[config.mk]
export PLATFORM = sky130hd
export DESIGN_NAME = uart_tx_arbiter
export DESIGN_NICKNAME = d
export VERILOG_FILES = /design/src/rtl/uart_tx_arbiter.sv
export SDC_FILE = /design/constraint.sdc
export NUM_CORES = 1
export LEC_CHECK = 0
export CAP_MARGIN = 20
export CELL_PAD_IN_SITES_DETAIL_PLACEMENT = 1
export CELL_PAD_IN_SITES_GLOBAL_PLACEMENT = 2
export CORE_UTILIZATION = 29
export DETAILED_ROUTE_END_ITERATION = 10
export GPL_TIMING_DRIVEN = 0
export PLACE_DENSITY_LB_ADDON = 0.1
export RECOVER_POWER = 50
export SYNTH_ARGS = -nofsm -noshare
export SYNTH_HDL_FRONTEND = slang
export SYNTH_SLANG_ARGS = --single-unit
[constraint.sdc]
create_clock -name clk -period 3.1 [get_ports clk]
set_input_delay 0.31 -clock clk [delete_from_list [all_inputs] [get_ports clk]]
set_output_delay 0.31 -clock clk [all_outputs]
set_load 0.1 [all_outputs]
[src/rtl/uart_tx_arbiter.sv]
// ============================================================================
// Module  : uart_tx_arbiter
// Brief   : Round-robin byte scheduler in front of the MCU_TX serial
//           transmitter, with an inter-frame guard gap and a frame watchdog.
// Revision: 1.0 - initial release
// ============================================================================
`default_nettype none

module uart_tx_arbiter #(
    parameter int NUM_REQ    = 4,
    parameter int GAP_CYCLES = 16,
    parameter int TIMEOUT    = 20000,
    parameter int TMR_W      = 16
) (
    input  logic                   clk,
    input  logic                   rst,
    input  logic [NUM_REQ-1:0]     req,
    input  logic [8*NUM_REQ-1:0]   req_data,
    output logic [NUM_REQ-1:0]     ack,
    output logic [NUM_REQ-1:0]     done,
    output logic [NUM_REQ-1:0]     grant,
    output logic                   tx_ena,
    output logic [7:0]             tx_data,
    input  logic                   tx_done,
    output logic                   err,
    output logic                   busy
);

    localparam int                PTR_W      = (NUM_REQ > 1) ? $clog2(NUM_REQ) : 1;
    localparam logic [TMR_W-1:0]  C_TMO_LAST = TMR_W'(TIMEOUT - 1);
    localparam logic [TMR_W-1:0]  C_GAP_LAST = TMR_W'((GAP_CYCLES > 0) ? GAP_CYCLES - 1 : 0);
    localparam logic [PTR_W-1:0]  C_PTR_RST  = PTR_W'(NUM_REQ - 1);

    typedef enum logic [1:0] {
        S_IDLE = 2'd0,
        S_SEND = 2'd1,
        S_GAP  = 2'd2
    } state_t;

    state_t             r_state, w_state_nxt;
    logic [PTR_W-1:0]   r_ptr, w_ptr_nxt;
    logic [TMR_W-1:0]   r_timer, w_timer_nxt;
    logic [NUM_REQ-1:0] w_ack_nxt, w_done_nxt, w_grant_nxt;
    logic               w_tx_ena_nxt, w_err_nxt;
    logic [7:0]         w_tx_data_nxt;
    logic               w_found;
    logic [PTR_W-1:0]   w_sel;

    function automatic logic [PTR_W-1:0] wrap_idx(input logic [PTR_W-1:0] base, input int off);
        int sum;
        sum = int'(base) + off;
        if (sum >= NUM_REQ) sum = sum - NUM_REQ;
        return PTR_W'(sum);
    endfunction

    // Cyclic search starting just after the last owner; the last owner is
    // examined last, which is what makes a held request wait its turn.
    always_comb begin
        w_found = 1'b0;
        w_sel   = r_ptr;
        for (int k = 1; k <= NUM_REQ; k++) begin
            if (!w_found && req[wrap_idx(r_ptr, k)]) begin
                w_found = 1'b1;
                w_sel   = wrap_idx(r_ptr, k);
            end
        end
    end

    always_comb begin
        w_state_nxt   = r_state;
        w_ptr_nxt     = r_ptr;
        w_timer_nxt   = r_timer;
        w_ack_nxt     = '0;
        w_done_nxt    = '0;
        w_err_nxt     = 1'b0;
        w_grant_nxt   = grant;
        w_tx_ena_nxt  = tx_ena;
        w_tx_data_nxt = tx_data;

        case (r_state)
            S_IDLE: begin
                if (w_found) begin
                    w_tx_data_nxt = req_data[int'(w_sel)*8 +: 8];
                    w_grant_nxt   = NUM_REQ'(1) << w_sel;
                    w_ack_nxt     = NUM_REQ'(1) << w_sel;
                    w_tx_ena_nxt  = 1'b1;
                    w_ptr_nxt     = w_sel;
                    w_timer_nxt   = '0;
                    w_state_nxt   = S_SEND;
                end
            end
            S_SEND: begin
                // tx_done is tested first so a same-cycle timeout still completes normally
                if (tx_done || (r_timer == C_TMO_LAST)) begin
                    w_done_nxt   = tx_done ? grant : '0;
                    w_err_nxt    = ~tx_done;
                    w_tx_ena_nxt = 1'b0;
                    w_grant_nxt  = '0;
                    w_timer_nxt  = '0;
                    if (GAP_CYCLES == 0) w_state_nxt = S_IDLE;
                    else                 w_state_nxt = S_GAP;
                end else begin
                    w_timer_nxt = r_timer + 1'b1;
                end
            end
            S_GAP: begin
                if (r_timer == C_GAP_LAST) begin
                    w_timer_nxt = '0;
                    w_state_nxt = S_IDLE;
                end else begin
                    w_timer_nxt = r_timer + 1'b1;
                end
            end
            default: w_state_nxt = S_IDLE;
        endcase
    end

    always_ff @(posedge clk or negedge rst) begin
        if (!rst) begin
            r_state <= S_IDLE;
            r_ptr   <= C_PTR_RST;
            r_timer <= '0;
            ack     <= '0;
            done    <= '0;
            grant   <= '0;
            err     <= 1'b0;
            tx_ena  <= 1'b0;
            tx_data <= 8'h00;
        end else begin
            r_state <= w_state_nxt;
            r_ptr   <= w_ptr_nxt;
            r_timer <= w_timer_nxt;
            ack     <= w_ack_nxt;
            done    <= w_done_nxt;
            grant   <= w_grant_nxt;
            err     <= w_err_nxt;
            tx_ena  <= w_tx_ena_nxt;
            tx_data <= w_tx_data_nxt;
        end
    end

    assign busy = (r_state != S_IDLE);

endmodule

`default_nettype wire
==> impl_metrics.yaml, run 1 <==
setup_path:
  crit_family: "buffers and inverters"
  arrival_ps: 2390
  cp_num_buf_inv: 4
  r2r_cells: 9
  crit_required_ps: 2790
  cp_cell_sequence: "inv_1 > ha_1 > clkbuf_1 > inv_1 > clkdlybuf4s50_1"
  cpMostUsedCell: "inv_1"
  crit_path_top_delay_cell: "clkdlybuf4s50_1"
  startpoint: "r_state[0]"
  path_max_fanout: 8
  r2r_slack_ps: 710
  rr_endpoint: "r_timer[11]"
  critPathKind: "reg -> out"
  critPathMaxStageDelay_ps: 1120
  worstReg2RegStart: "r_state[0]"
  cp-start-kind: "flip-flop"
  worst_setup_path_end_kind: "primary output"
sta:
  setup_tns_ps: 0
  holdWs_ps: 498
  fin_crit_ps: 2700
  max_slew_margin: 0.215
  tightest_slew_ps: 1180
  fin_crit_sh: 0.871
  fin_skew_ps: 10.6
  rsz0062_at_grt: "false"
  slew_viol_final: 0
  final-setup-viol-count: 0
  worst_slack_ps: 401
  final_hold_viol_count: 0
  fmax_mhz: 370
finish:
  seq_area_um2: 1050
  final_layout_size_suffix_gt1_frac: 0.0627
  area_delta_synth_final_pct: 37.0
  fill_cells: 886
  diodes: 0
  multi_input_area_um2: 1210
  fin_nets: 362
synth:
  yosys.area_share.simple: 0.230
  synthAdderAreaFrac: 0.0265
  ys_async_sr_fraction: 1.00
  syn_area_um2: 2360
  synth_compound_area_frac: 0.212
  synth_fp_nets: 292
  yosysMostFrequentCell: "dfrtp_1"
  netlist_instances: 248
  synth_common_cells: "40 x dfrtp_1, 26 x nand2_1, 14 x nand4_1, 13 x o21ai_0, 11 x nor2_1"
  yosysTopAreaCell: "dfrtp_1"
  synth_area_per_cell_um2: 9.51
  ys_warn_count: 0
  synth_top_family_by_area: "simple AND/OR/NAND/NOR gates"
  synth_xor_xnor_area_share: 0.00743
  yosysTopAreaCellShare: 0.425
  synth-edff-count: 0
  yosys_most_used_dff: "dfrtp_1"
  ys_seq_area_frac: 0.447
  muxShareOfSynthArea: 0.0387
  synth.area.top_cells: "dfrtp_1 42%, nand2_1 4.1%, nand4_1 3.7%"
  ys_seq_elements: 42
  synth_cell_types: 46
global_routing:
  grt.total_usage: 0.179
  grt_pass1_vias: 2300
  grt_first_pass_wirelength_mm: 12.0
  antenna_found_initial: 0
  grt_overflow: 0
  grt_max_degree: 24
placement:
  place_hpwl_mm: 5.18
  place_ws_ps: 392
  port_buffers: 61
  gp_congestion: 0.732
run_status:
  status: "finished, final reports clean"
die:
  start_util: 0.302
  die_y_um: 92.2
  core.rowCount: 32
  die_width_um: 92.2
  die-area_um2: 8490
  io_pins: 62
  core_area_um2: 7810
clock_network:
  path_clk_slew_ps: 90
  root_buffer: "clkbuf_8"
  cts_setup_buffers: 0
  cts-buffers-inserted: 5
  htree_levels: 2
  cts_tree: "built"
  cts_buffer_depth: 2
  clk_latency_ps: 300
  cts.sinks: 42
detailed_routing:
  via_count: 2216
  drtIter0Drc: 75
  drt-total-wl_mm: 6.99
  avgViaCountPerCell: 5.26
  drt-pass1-iter-count: 4
  ant_nets: 0
  remaining_drc_errors: 0
  route.detailed.wl_per_inst_um: 16.6
worst_hold_path:
  hold_path_depth: 2
  hp-start: "tx_ena"
  hold_path_class: "reg -> reg"
  hold_end: "tx_ena"
run:
  drv_cap: 0
pwr:
  powerDensity_nw_per_um2: 988
  peakVddDrop_mv: 0.489
  p_leak_nw: 1.35
==> report_power, final <==
group          internal [mW]  switching, mW  leakage (nW)
Combinational          0.557           1.42         0.739
Sequential             0.688         0.0754         0.556
Clock                  0.241          0.211        0.0514
==> sequential cells by signal (all words and copies together) (netlist names) <==
register and flops:
r_timer 16, tx_data 8, ack 4, done 4, grant 4, r_ptr 2, r_state 2, err 1
tx_ena 1
==> kinds of logic (layout without fill, tap and decap cells) <==
family | after synthesis | count (layout)
AO/OA/AOI/OAI | 68 | 68
XOR/XNOR | 2 | 2
adder cells (fa/ha/maj) | 5 | 5
buffers and inverters | 21 | 92
flip-flops | 42 | 42
multiplexers | 9 | 9
AND/OR/NAND/NOR | 101 | 101
==> layout make-up <==
class	instances	share of cell area
plain buffers	16	0.0221
clock buffers	6	0.0225
clock inverters	2	0.0116
inverters	5	0.00581
multi-input cells	185	0.376
flip-flops and latches	42	0.326
well taps	102	0.0395
repair buffers	63	0.196
==> tightest hold or removal path: stages (launching register included) <==
cell and delay (ps):
dfrtp_1 350, nand2_1 50, o21ai_0 60
==> through the flow <==
stage | power, mW | area [um2] | util | instances
3_5_place_dp | 2.77 | 3110 | 0.398 | 412
5_1_grt | 3.41 | 3230 | 0.414 | 421
2_1_floorplan | 2.23 | 2360 | - | 248
4_1_cts | 3.23 | 3230 | 0.414 | 421
6_report | 3.19 | 3230 | 0.414 | 421
3_3_place_gp | 2.75 | 3100 | 0.396 | 411
==> cell usage in the layout (no fill, tap or decap), types with 6 or more instances in the layout <==
cell             synthesis  layout
clkdlybuf4s50_1          0      56
dfrtp_1                 40      40
nand2_1                 26      26
nand4_1                 14      14
o21ai_0                 13      13
clkbuf_1                10      12
nor2_1                  11      11
a211o_1                  9       9
a22o_1                   9       9
nand3_1                  8       8
nor3_1                   8       8
and3_1                   8       8
mux2i_1                  8       8
o31ai_1                  8       8
o211ai_1                 8       8
nand2b_1                 6       6
==> what timing repair did <==
action	in CTS	in global routing
endpoints found under the hold margin	17	0
resized for setup	0	0
setup endpoints to repair	0	0
hold buffers	1	0
==> how the worst max path moves through the flow <==
| stage | end | slack [ps] | cells past startpoint |
|---|---|---|---|
| 3_5_place_dp | tx_data[0] | 390 | 6 |
| 2_1_floorplan | r_timer[11] | 960 | 9 |
| 4_1_cts | busy | 360 | 5 |
| 6_report | busy | 400 | 5 |
| 3_3_place_gp | tx_data[5] | 410 | 1 |
| 5_1_grt | busy | 250 | 5 |
==> metal layers <==
metal / wire length (um) / track usage / vias to the layer above
met5: 0 / 0 / -
met4: 49 / 0.0326 / 0
met3: 274 / 0.0398 / 5
met2: 3140 / 0.274 / 47
met1: 3520 / 0.260 / 1091
li1: - / - / 1073
No activity file was read; power rests on OpenSTA's default activity.
==> run 2, diff against run 1 <==
- REMOVE_ABC_BUFFERS: default -> 1
- SLEW_MARGIN: default -> 20
==> impl_metrics.yaml, run 2 (synthesized netlist as in run 1, its figures left out) <==
run_status:
  status: "finished, final reports clean"
die:
  start_util: 0.302
  core_area_um2: 7810
  die-area_um2: 8490
  core.rowCount: 32
  die_width_um: 92.2
  io_pins: 62
  die_y_um: 92.2
setup_path:
  arrival_ps: 2870
  cp-start-kind: "input pin"
  worst_setup_path_end_kind: "flip-flop"
  critPathKind: "in -> reg"
  crit_required_ps: 3260
  path_max_fanout: 23
clock_network:
  cts_buffer_depth: 2
  cts_tree: "built"
  path_clk_slew_ps: 90
  cts_setup_buffers: 0
  cts-buffers-inserted: 5
  clk_latency_ps: 290
  postCtsHoldBufs: 0
  htree_levels: 2
  root_buffer: "clkbuf_8"
  ctsResizeCount: 0
  cts.sinks: 42
global_routing:
  grt_overflow: 0
  grt_first_pass_wirelength_mm: 11.4
  grt_util_met1: 0.240
  busiest_layer: "met2"
  grt_pass1_vias: 2187
  grt.total_usage: 0.171
  use_met2: 0.266
  antenna_found_initial: 0
  met3_usage: 0.0348
  grt_max_degree: 27
run:
  drv_cap: 0
sta:
  final-setup-viol-count: 0
  rsz0062_at_grt: "false"
  slew_viol_final: 0
  fmax_mhz: 368
  tightest_slew_ps: 1430
  worst_slack_ps: 384
  fin_crit_sh: 0.876
  fin_crit_ps: 2720
  final_hold_viol_count: 0
  setup_tns_ps: 0
  max_slew_margin: 0.0466
  fin_skew_ps: 3.63
worst_hold_path:
  hold_path_class: "in -> async"
detailed_routing:
  avgViaCountPerCell: 5.33
  drtIter0Drc: 51
  ant_nets: 0
  drt-pass1-iter-count: 4
  via_count: 2159
  remaining_drc_errors: 0
  drt-total-wl_mm: 6.78
  route.detailed.wl_per_inst_um: 16.8
finish:
  final_layout_size_suffix_gt1_frac: 0.0528
  area_delta_synth_final_pct: 33.4
  diodes: 0
  fin_nets: 346
  fill_cells: 908
  largest_register_ff_count: 16
  top_register: "r_timer"
  top_regs: "r_timer: 16 flops, tx_data: 8 flops"
  final_cell_mix: "55 x clkdlybuf4s50_1, 40 x dfrtp_1, 26 x nand2_1"
  seq_area_um2: 1050
  mostFrequentLayoutCell: "clkdlybuf4s50_1"
  multi_input_area_um2: 1220
pwr:
  switching_power_mw: 1.68
  comb_power_share: 0.613
  p_int_mw: 1.46
  peakVddDrop_mv: 0.401
  clkPwrFrac: 0.139
  powerDensity_nw_per_um2: 996
  p_seq_frac: 0.248
  switching_share: 0.535
  p_leak_nw: 1.31
placement:
  gp_congestion: 0.742
  place_hpwl_mm: 4.88
  port_buffers: 61
  place_ws_ps: -15.2
[run 2: cell types whose count changed in the layout (fill, tap and decap cells not counted), sizes merged]
cell and delta:
buf -6, clkbuf -9, clkdlybuf4s50 -1
[run 2: worst max-delay path, stage by stage]
cell	delay, ps
clkdlybuf4s50_1	490
nor4_2	630
nand2b_1	780
nand2b_1	480
o211ai_1	170
[run 2: path summary, 6_finish.rpt]
check	start	endpoint	slack, ps	cells after the start
hold / removal	rst	r_timer[7]	340	1
hold reg to reg	tx_ena	tx_ena	500	2
min in group clk	tx_ena	tx_ena	500	2
setup / recovery	req[3]	tx_data[4]	380	5
max in group asynchronous	rst	tx_data[2]	1210	2
setup reg to reg	r_ptr[0]	tx_data[4]	630	5
[run 2: power by group through the flow]
stage          clock (mW)  combinational [mW]  sequential [mW]
2_1_floorplan           0               0.738             1.44
3_3_place_gp            0                1.90            0.788
3_5_place_dp            0                1.93            0.786
4_1_cts             0.460                1.94            0.778
5_1_grt             0.474                2.07            0.795
6_report            0.437                1.92            0.777
[run 2: cell type report]
cell class / instances / area share
repair buffers: 63 / 0.196
multi-input cells: 185 / 0.388
well taps: 102 / 0.0406
inverters: 5 / 0.00597
clock buffers: 6 / 0.0231
clock inverters: 2 / 0.0119
flip-flops and latches: 42 / 0.335
[run 2: routing by layer]
layer | wire, um | up-vias | part of all wire
met2 | 3030 | 50 | 0.45
li1 | - | 1048 | -
met5 | 0 | - | 0
met1 | 3450 | 1059 | 0.51
met3 | 263 | 2 | 0.039
met4 | 38 | 0 | 0.0056
[run 2: per-stage QoR]
| stage | utilization | area (um2) | cells | total power [mW] | hold WS [ps] |
|---|---|---|---|---|---|
| 6_report | 0.403 | 3150 | 405 | 3.13 | 340 |
| 5_1_grt | 0.403 | 3150 | 405 | 3.34 | 487 |
| 4_1_cts | 0.405 | 3160 | 404 | 3.18 | 59.3 |
| 3_5_place_dp | 0.391 | 3050 | 396 | 2.72 | 388 |
| 3_3_place_gp | 0.387 | 3020 | 395 | 2.69 | 466 |
| 2_1_floorplan | - | 2290 | 232 | 2.18 | 14.4 |
==> run 3, diff against run 2 <==
- RECOVER_POWER: 50 -> 25
==> impl_metrics.yaml, run 3 (synthesized netlist as in run 1, its figures left out) <==
die:
  io_pins: 62
  die_width_um: 92.2
  core.rowCount: 32
  core_area_um2: 7810
  die-area_um2: 8490
  die_y_um: 92.2
  start_util: 0.302
detailed_routing:
  highest_layer: "met4"
  wl_met1_mm: 3.46
  wl_met2_mm: 3.03
  via_count: 2157
  avgViaCountPerCell: 5.33
  drt-total-wl_mm: 6.79
  drtIter0Drc: 51
  route.detailed.wl_per_inst_um: 16.8
  drt-pass1-iter-count: 4
  remaining_drc_errors: 0
  ant_nets: 0
  dr_wl_met3_um: 263
sta:
  setup_tns_ps: 0
  max_slew_margin: 0.0466
  fin_skew_ps: 3.63
  slew_viol_final: 0
  holdWs_ps: 340
  fmax_mhz: 368
  final-setup-viol-count: 0
  tightest_slew_ps: 1430
  fin_crit_sh: 0.876
  final_hold_viol_count: 0
  rsz0062_at_grt: "false"
  fin_crit_ps: 2720
global_routing:
  grt_pass1_vias: 2187
  grt_first_pass_wirelength_mm: 11.4
  grt.total_usage: 0.171
  antenna_found_initial: 0
  grt_max_degree: 27
  grt_overflow: 0
finish:
  diodes: 0
  seq_area_um2: 1050
  final_layout_size_suffix_gt1_frac: 0.0528
  mostFrequentLayoutCell: "clkdlybuf4s50_1"
  top_regs: "r_timer: 16 flops, tx_data: 8 flops"
  multi_input_area_um2: 1220
  largest_register_ff_count: 16
  instances_no_fill: 405
  top_register: "r_timer"
  final_cell_mix: "60 x clkdlybuf4s50_1, 40 x dfrtp_1, 26 x nand2_1"
  fill_cells: 908
  area_delta_synth_final_pct: 33.4
  fin_nets: 346
run:
  drv_cap: 0
clock_network:
  cts_setup_buffers: 0
  clk_latency_ps: 290
  path_clk_slew_ps: 90
  htree_levels: 2
  ctsResizeCount: 0
  postCtsHoldBufs: 0
  cts.sinks: 42
  cts-buffers-inserted: 5
  root_buffer: "clkbuf_8"
  cts_buffer_depth: 2
  cts_tree: "built"
placement:
  dp.cells: 396
  port_buffers: 61
  place_hpwl_mm: 4.88
  gp_congestion: 0.742
setup_path:
  rr_endpoint: "tx_data[4]"
  arrival_ps: 2870
  path_max_fanout: 23
  worst_setup_path_end_kind: "flip-flop"
  cp-start-kind: "input pin"
  worstReg2RegStart: "r_ptr[0]"
  crit_required_ps: 3260
  r2r_slack_ps: 630
  r2r_cells: 5
  critPathKind: "in -> reg"
pwr:
  powerDensity_nw_per_um2: 997
  peakVddDrop_mv: 0.401
  p_leak_nw: 1.30
  power_mw: 3.14
worst_hold_path:
  hold_path_class: "in -> async"
run_status:
  status: "finished, final reports clean"
==> run 3: how the worst max path moves through the flow <==
stage                    start     endpoint  cells past startpoint
finish                  req[3]   tx_data[4]                      5
global placement        req[3]   tx_data[7]                      5
global route            req[3]   tx_data[2]                      5
detailed placement      req[3]   tx_data[1]                      5
floorplan           r_state[0]  r_timer[15]                      6
CTS                     req[3]   tx_data[4]                      5
==> run 3: worst max-delay path: stages <==
cell and delay (ps):
clkdlybuf4s50_1 490, nor4_2 630, nand2b_1 780, nand2b_1 480
o211ai_1 170
==> run 3: layer usage <==
metal | up-vias | GRT usage
li1 | 1048 | -
met1 | 1057 | 0.240
met2 | 50 | 0.266
met3 | 2 | 0.0348
met4 | 0 | 0.0430
met5 | - | 0
==> run 3: power breakdown <==
group | internal [mW] | switching [mW]
Sequential | 0.689 | 0.0888
Clock | 0.241 | 0.196
Combinational | 0.531 | 1.39
Total | 1.46 | 1.68
==> run 3: area by class of cell <==
type	count	share of cell area
multi-input combinational	185	0.388
timing repair buffer	63	0.196
tap	102	0.0406
clock inverter	2	0.0119
sequential	42	0.335
clock buffer	6	0.0231
inverter	5	0.00597
==> run 3: per-stage QoR <==
stage / utilization / worst slack, ps / instance area, um2
final: 0.403 / 384 / 3150
after global routing: 0.403 / 96.0 / 3150
after CTS: 0.405 / 301 / 3160
after detailed placement: 0.391 / -15.2 / 3050
after global placement: 0.387 / 0.853 / 3020
after floorplan: - / 1080 / 2290
